**src/rtl/riscv_ctrl_pkg.sv**
```systemverilog
// Shared RISC-V control definitions: ALU op encoding, opcode/func7 constants,
// multicycle FSM states and the base instruction field layout.
package riscv_ctrl_pkg;

  localparam int unsigned ALU_OP_W = 4;
  localparam int unsigned OPC_W    = 7;
  localparam int unsigned F3_W     = 3;
  localparam int unsigned F7_W     = 7;
  localparam int unsigned REG_W    = 5;

  typedef enum logic [ALU_OP_W-1:0] {
    ALU_ADD  = 4'b0000,
    ALU_SUB  = 4'b0001,
    ALU_SLL  = 4'b0010,
    ALU_SLT  = 4'b0011,
    ALU_SLTU = 4'b0100,
    ALU_XOR  = 4'b0101,
    ALU_SRL  = 4'b0110,
    ALU_SRA  = 4'b0111,
    ALU_OR   = 4'b1000,
    ALU_AND  = 4'b1001
  } alu_op_e;

  localparam logic [OPC_W-1:0] OPC_R    = 7'b0110011;
  localparam logic [OPC_W-1:0] OPC_I    = 7'b0010011;
  localparam logic [OPC_W-1:0] OPC_LOAD = 7'b0000011;

  localparam logic [F7_W-1:0] F7_ZERO = 7'b0000000;
  localparam logic [F7_W-1:0] F7_ALT  = 7'b0100000;

  typedef enum logic [2:0] {
    FETCH     = 3'd0,
    DECODE    = 3'd1,
    EXECUTE   = 3'd2,
    MEM       = 3'd3,
    WRITEBACK = 3'd4
  } mc_state_e;

  // R-type view of a 32-bit instruction; I-type shares opcode/rd/func3/rs1 and
  // the shift func7 sits where R-type func7 does.
  typedef struct packed {
    logic [F7_W-1:0]  func7;
    logic [REG_W-1:0] rs2;
    logic [REG_W-1:0] rs1;
    logic [F3_W-1:0]  func3;
    logic [REG_W-1:0] rd;
    logic [OPC_W-1:0] opcode;
  } rv_instr_t;

  function automatic logic is_legal_opcode(input logic [OPC_W-1:0] opc);
    return (opc == OPC_R) || (opc == OPC_I) || (opc == OPC_LOAD);
  endfunction

endpackage

```
**src/rtl/multicycle_controller_alu_op_decoder.sv**
```systemverilog
// Combinational IR -> ALU operation decode, shared with the single-cycle core.
module alu_op_decoder
  import riscv_ctrl_pkg::*;
(
  input  logic [31:0] instr_i,
  output alu_op_e     alu_op_o
);

  rv_instr_t ir;
  logic      is_r;

  assign ir   = rv_instr_t'(instr_i);
  assign is_r = (ir.opcode == OPC_R);

  always_comb begin
    alu_op_o = ALU_ADD;
    if ((ir.opcode == OPC_R) || (ir.opcode == OPC_I)) begin
      case (ir.func3)
        3'b000: alu_op_o = (is_r && (ir.func7 == F7_ALT)) ? ALU_SUB : ALU_ADD;
        3'b001: alu_op_o = ALU_SLL;
        3'b010: alu_op_o = ALU_SLT;
        3'b011: alu_op_o = ALU_SLTU;
        3'b100: alu_op_o = ALU_XOR;
        // R-type defaults unknown func7 to srl, I-type defaults it to sra
        3'b101: begin
          if (is_r) alu_op_o = (ir.func7 == F7_ALT)  ? ALU_SRA : ALU_SRL;
          else      alu_op_o = (ir.func7 == F7_ZERO) ? ALU_SRL : ALU_SRA;
        end
        3'b110: alu_op_o = ALU_OR;
        3'b111: alu_op_o = ALU_AND;
        default: alu_op_o = ALU_ADD;
      endcase
    end
  end

endmodule

```
**src/rtl/multicycle_controller.sv**
```systemverilog
// Multicycle RISC-V control FSM: fetch into IR, decode, execute, load wait, writeback.
// Optional performance counters enabled by MULTICYCLE_CTRL_PERF_CNT_EN.
module multicycle_controller
  import riscv_ctrl_pkg::*;
#(
  parameter int unsigned instr_width  = 32,
  parameter int unsigned alu_op_width = 4
) (
  input  logic                    clk,
  input  logic                    rst,
  input  logic [instr_width-1:0]  imem_rdata,
  input  logic                    imem_ready,
  input  logic                    dmem_ready,
  output logic                    imem_req,
  output logic [instr_width-1:0]  instruction,
  output logic [alu_op_width-1:0] alu_op,
  output logic                    sel_bw_imm_rs2,
  output logic                    dmem_read_en,
  output logic                    wr_back_sel,
  output logic                    regfile_write_enable,
  output logic                    pc_en,
  output logic                    illegal_instr
`ifdef MULTICYCLE_CTRL_PERF_CNT_EN
  ,
  output logic [31:0]             cycle_cnt,
  output logic [31:0]             instret_cnt
`endif
);

  mc_state_e              state_q, state_d;
  logic [instr_width-1:0] ir_q, ir_d;
  logic [OPC_W-1:0]       opcode;
  logic                   is_load;
  logic                   alu_en;
  alu_op_e                dec_op;

  assign opcode  = ir_q[OPC_W-1:0];
  assign is_load = (opcode == OPC_LOAD);

  alu_op_decoder u_alu_op_decoder (
    .instr_i  (ir_q[31:0]),
    .alu_op_o (dec_op)
  );

  always_ff @(posedge clk) begin
    if (rst) begin
      state_q <= FETCH;
      ir_q    <= '0;
    end else begin
      state_q <= state_d;
      ir_q    <= ir_d;
    end
  end

  // Next state and control strobes; everything held low while rst is high
  always_comb begin
    state_d              = state_q;
    ir_d                 = ir_q;
    imem_req             = 1'b0;
    alu_en               = 1'b0;
    dmem_read_en         = 1'b0;
    wr_back_sel          = 1'b0;
    regfile_write_enable = 1'b0;
    pc_en                = 1'b0;
    illegal_instr        = 1'b0;
    if (!rst) begin
      case (state_q)
        FETCH: begin
          imem_req = 1'b1;
          if (imem_ready) begin
            ir_d    = imem_rdata;
            state_d = DECODE;
          end
        end
        DECODE: begin
          if (is_legal_opcode(opcode)) begin
            state_d = EXECUTE;
          end else begin
            illegal_instr = 1'b1;
            pc_en         = 1'b1;
            state_d       = FETCH;
          end
        end
        EXECUTE: begin
          alu_en  = 1'b1;
          state_d = is_load ? MEM : WRITEBACK;
        end
        MEM: begin
          alu_en       = 1'b1;
          dmem_read_en = 1'b1;
          if (dmem_ready) state_d = WRITEBACK;
        end
        WRITEBACK: begin
          alu_en               = 1'b1;
          regfile_write_enable = 1'b1;
          pc_en                = 1'b1;
          wr_back_sel          = !is_load;
          state_d              = FETCH;
        end
        default: state_d = FETCH;
      endcase
    end
  end

  assign instruction    = rst ? '0 : ir_q;
  assign alu_op         = alu_en ? alu_op_width'(dec_op) : '0;
  assign sel_bw_imm_rs2 = alu_en && (opcode != OPC_R);

`ifdef MULTICYCLE_CTRL_PERF_CNT_EN
  logic [31:0] cycle_cnt_q, instret_cnt_q;

  // Free-running counters; wrap naturally at 32 bits
  always_ff @(posedge clk) begin
    if (rst) begin
      cycle_cnt_q   <= '0;
      instret_cnt_q <= '0;
    end else begin
      cycle_cnt_q <= cycle_cnt_q + 32'd1;
      if (state_q == WRITEBACK) instret_cnt_q <= instret_cnt_q + 32'd1;
    end
  end

  assign cycle_cnt   = rst ? '0 : cycle_cnt_q;
  assign instret_cnt = rst ? '0 : instret_cnt_q;
`endif

endmodule

```
**config.mk**
```make
export PLATFORM = sky130hd
export DESIGN_NAME = multicycle_controller
export DESIGN_NICKNAME = d
export VERILOG_FILES = /design/src/rtl/riscv_ctrl_pkg.sv /design/src/rtl/multicycle_controller_alu_op_decoder.sv /design/src/rtl/multicycle_controller.sv
export SDC_FILE = /design/constraint.sdc
export NUM_CORES = 1
export LEC_CHECK = 0
export BUFFER_PORTS_ARGS = -buffer_cell sky130_fd_sc_hd__buf_4
export CORE_UTILIZATION = 51
export DETAILED_ROUTE_END_ITERATION = 12
export PLACE_DENSITY = 0.84
export SYNTH_ARGS = -nofsm -noshare
export SYNTH_HDL_FRONTEND = slang
export SYNTH_HIERARCHICAL = 1
export SYNTH_SLANG_ARGS = --single-unit
```
**constraint.sdc**
```tcl
create_clock -name clk -period 2.9 [get_ports clk]
set_clock_uncertainty 0.05 [all_clocks]
set_input_delay 0.435 -clock clk [delete_from_list [all_inputs] [get_ports clk]]
set_output_delay 0.435 -clock clk [all_outputs]
set_load 0.01 [all_outputs]
```
==> impl_results.md <==
* Arrival @ worst endpoint at approximately 2.1 ns
* Register area at approximately 700 µm²
* Grt total ovfl at 0
* Worst EP required at between 2 and 2.5 ns
* Layout Cells excl Fill at between 300 and 400
* Drt first pass iters at 4
* Via count at about 1,800
* Multi-input logic area at approximately 0.0011 mm²
* Seq/Total Area, Yosys at 0.3733
* Setup Crit Path Kind: flop to output port
* Min-delay src: imem_rdata[0]
* Crit end category: output port
* Slew Limit Fails at 0
* H-tree depth at 2
* EDFF count, synth at 0
* CTS tree: yes
* Antenna Cells at 0
* Routed WL at roughly 4200 µm
* Final setup vio count at 0
* Area Overhead vs Synth at 34.80%
* Sum Neg Setup Slack at 0 ns
* Worst Hold Class: input pin to flop
* Worst vdd ir at 0.3396 mV
* Clk sinks at 35
* Yosys reg bits at 35
* Power Total at between 1 and 1.5 mW
* Initial DRC Count at 88
* Finished Core Util at 0.7350
* Maxcap violations at 0
* Routed len/inst at approximately 12 µm
* I/O pin cnt at 79
* Uppermost routed layer: met4
* Final ANT Viol Nets at 0
* WHS Endpoint: ir_q[0]
* Detailed placer's ending HPWL at between 2000 and 3000 µm
* Hold buffers post-CTS at 0
* Routed length on met1 at 1908 µm
* Fin nets at roughly 350
* Input/output buffers at a little under 80
* Post-CTS Setup Inserts at 0
* Status: finished, final reports clean
* # rows at 21
* Leak Pwr at roughly 1.1 nW
* Clock tree buffer depth at 2
* Post-CTS sizing at 0
* Slew HR at 0.6441
* Asr flop ratio synth at 0
* Die ar. at 0.003927 mm²
* Chip Height at between 60 and 70 µm
* Slew at the pin closest to its max-slew limit at 0.5270 ns
* Final setup margin at ~0.33 ns
* Hold Worst Slack at roughly 0.35 ns
* Main flop type after synthesis: dfxtp_1
* # DRC at 0
* Area post-placement at ~0.0024 mm²
* Fill cells at 300
* Inserted Clock Buffers at 5
* Largest net degree at the start of global routing at 44
* Min Tclk post-route at 2.567 ns
* Critical Path Start Type: flop
* Met2 WL post-DR at just under 2000 µm
* CP max FO at 3
* Mapped Cells at 242
* Worst R2R End: ir_q[16]
* R2R setup slack at roughly 1.2 ns
* Synth Area per Inst at slightly below 8 µm²
* Mapped Nets at 278
* Crit Reg-Reg Startpoint: state_q[0]
* Synthesized cell area at roughly 0.0019 mm²
* Layout cell share with drive strength beyond 1 at 0.3535
* Reg2reg path depth at 4
* Final hold vios at 0
* Initial Util at 0.5453
* Initial antenna violation count at 0
* Die Width at 62.67 µm
* Hold path depth at 3
* Final Cell Area at around 0.0025 mm²
* CTS Root Cell: clkbuf_8
* Area of the core at 0.003442 mm²
* Final period util at 0.8853
* First-pass GRT wire length at 7086 µm
* Yosys warnings at 6
* PwrDens at roughly 420 mW/mm²
* Vias in the first global route at approximately 1,600
* CTS clock-pin slew for the worst setup and hold paths at about 0.060 ns
* Met3 WL at just over 300 µm
* Synth cell types at 40
* # placed instances at roughly 350
* Max Clk Rate at a little under 400 MHz
* Placer's final routability congestion estimate at 0.8652
* RSZ-0062 raised after global routing: false
* Via density at ~5.1
* Total GRT Usage at 0.2279
* Setup WS pre-CTS at about 0.64 ns
* Worst-Skew Late Latency at 0.28 ns
-- cell families after synthesis --
kind of cell | share of synthesized area
flops | 0.3733
xor+xnor | 0.004668
buf+inv | 0.05400
compound gates | 0.1633
simple gates | 0.4047
-- power breakdown --
| group | total (mW) | internal, mW | switching (mW) |
|---|---|---|---|
| clock network | 0.326 | 0.168 | 0.158 |
| logic | 0.206 | 0.105 | 0.101 |
| registers | 0.538 | 0.510 | 0.0278 |
-- how the worst max path moves through the flow --
stage / cells past startpoint / slack [ns] / end / from
floorplan: 5 / 0.81 / alu_op[0] / ir_q[26]
CTS: 6 / 0.32 / alu_op[0] / ir_q[26]
global route: 6 / 0.24 / alu_op[0] / ir_q[26]
detailed placement: 6 / 0.64 / alu_op[0] / ir_q[26]
global placement: 6 / 0.68 / alu_op[0] / ir_q[26]
finish: 6 / 0.33 / alu_op[0] / ir_q[26]
-- layout make-up --
cell class / instances / area share
Clock buffer: 7 / 0.03017
Timing Repair Buffer: 81 / 0.2404
Tap cell: 46 / 0.02275
Clock inverter: 1 / 0.001978
Multi-Input combinational cell: 188 / 0.4248
Inverter: 2 / 0.002967
Sequential cell: 35 / 0.2770
-- sequential cells by signal, summed over array words and instances, names as in the netlist --
name,count
ir_q,32
state_q,3
-- critical path, cell delays in order, from the launching register on --
cell and delay, ns:
dfxtp_1 0.33, or4_4 0.54, or4_1 0.41, o311ai_1 0.13, a221oi_2 0.11, and2_1 0.15, buf_4 0.14
-- cell usage in the layout, fill, tap and decap left out, drive strengths merged --
cell	n
o311ai	1
nor4b	4
a211oi	1
a221oi	1
a21oi	35
nand3	1
nor2	8
nor2b	36
or4b	1
nor4	1
nand3b	3
o41a	1
a311oi	1
o41ai	1
a31oi	1
and3b	1
and2	5
nor3	6
clkinv	1
clkbuf	7
buf	81
or4	2
or3b	1
xnor2	1
and2b	1
inv	2
or2	1
nand2	66
nand4	1
o21ai	1
o21bai	1
or2b	1
a21boi	2
dfxtp	35
nand2b	2
-- routing by layer --
layer / global-route usage / vias up
li1: - / 943
met1: 0.2658 / 821
met2: 0.3940 / 60
met3: 0.07664 / 7
met4: 0.06395 / 0
met5: 0 / -
-- cells in the mapped netlist, drive strengths merged (2+ instances only) --
cell type | n | area [µm²]
a21oi | 35 | 212.7
nor2 | 8 | 30.03
dfxtp | 35 | 700.7
nor2b | 36 | 225.2
nand3b | 3 | 22.52
nor4b | 4 | 50.05
nand2b | 2 | 12.51
buf | 9 | 63.81
clkbuf | 8 | 30.03
inv | 2 | 7.510
and2 | 5 | 31.28
nand2 | 66 | 272.8
nor3 | 6 | 30.03
or4 | 2 | 18.77
a21boi | 2 | 15.02
Note: power is estimated with default switching activity, not from simulation.
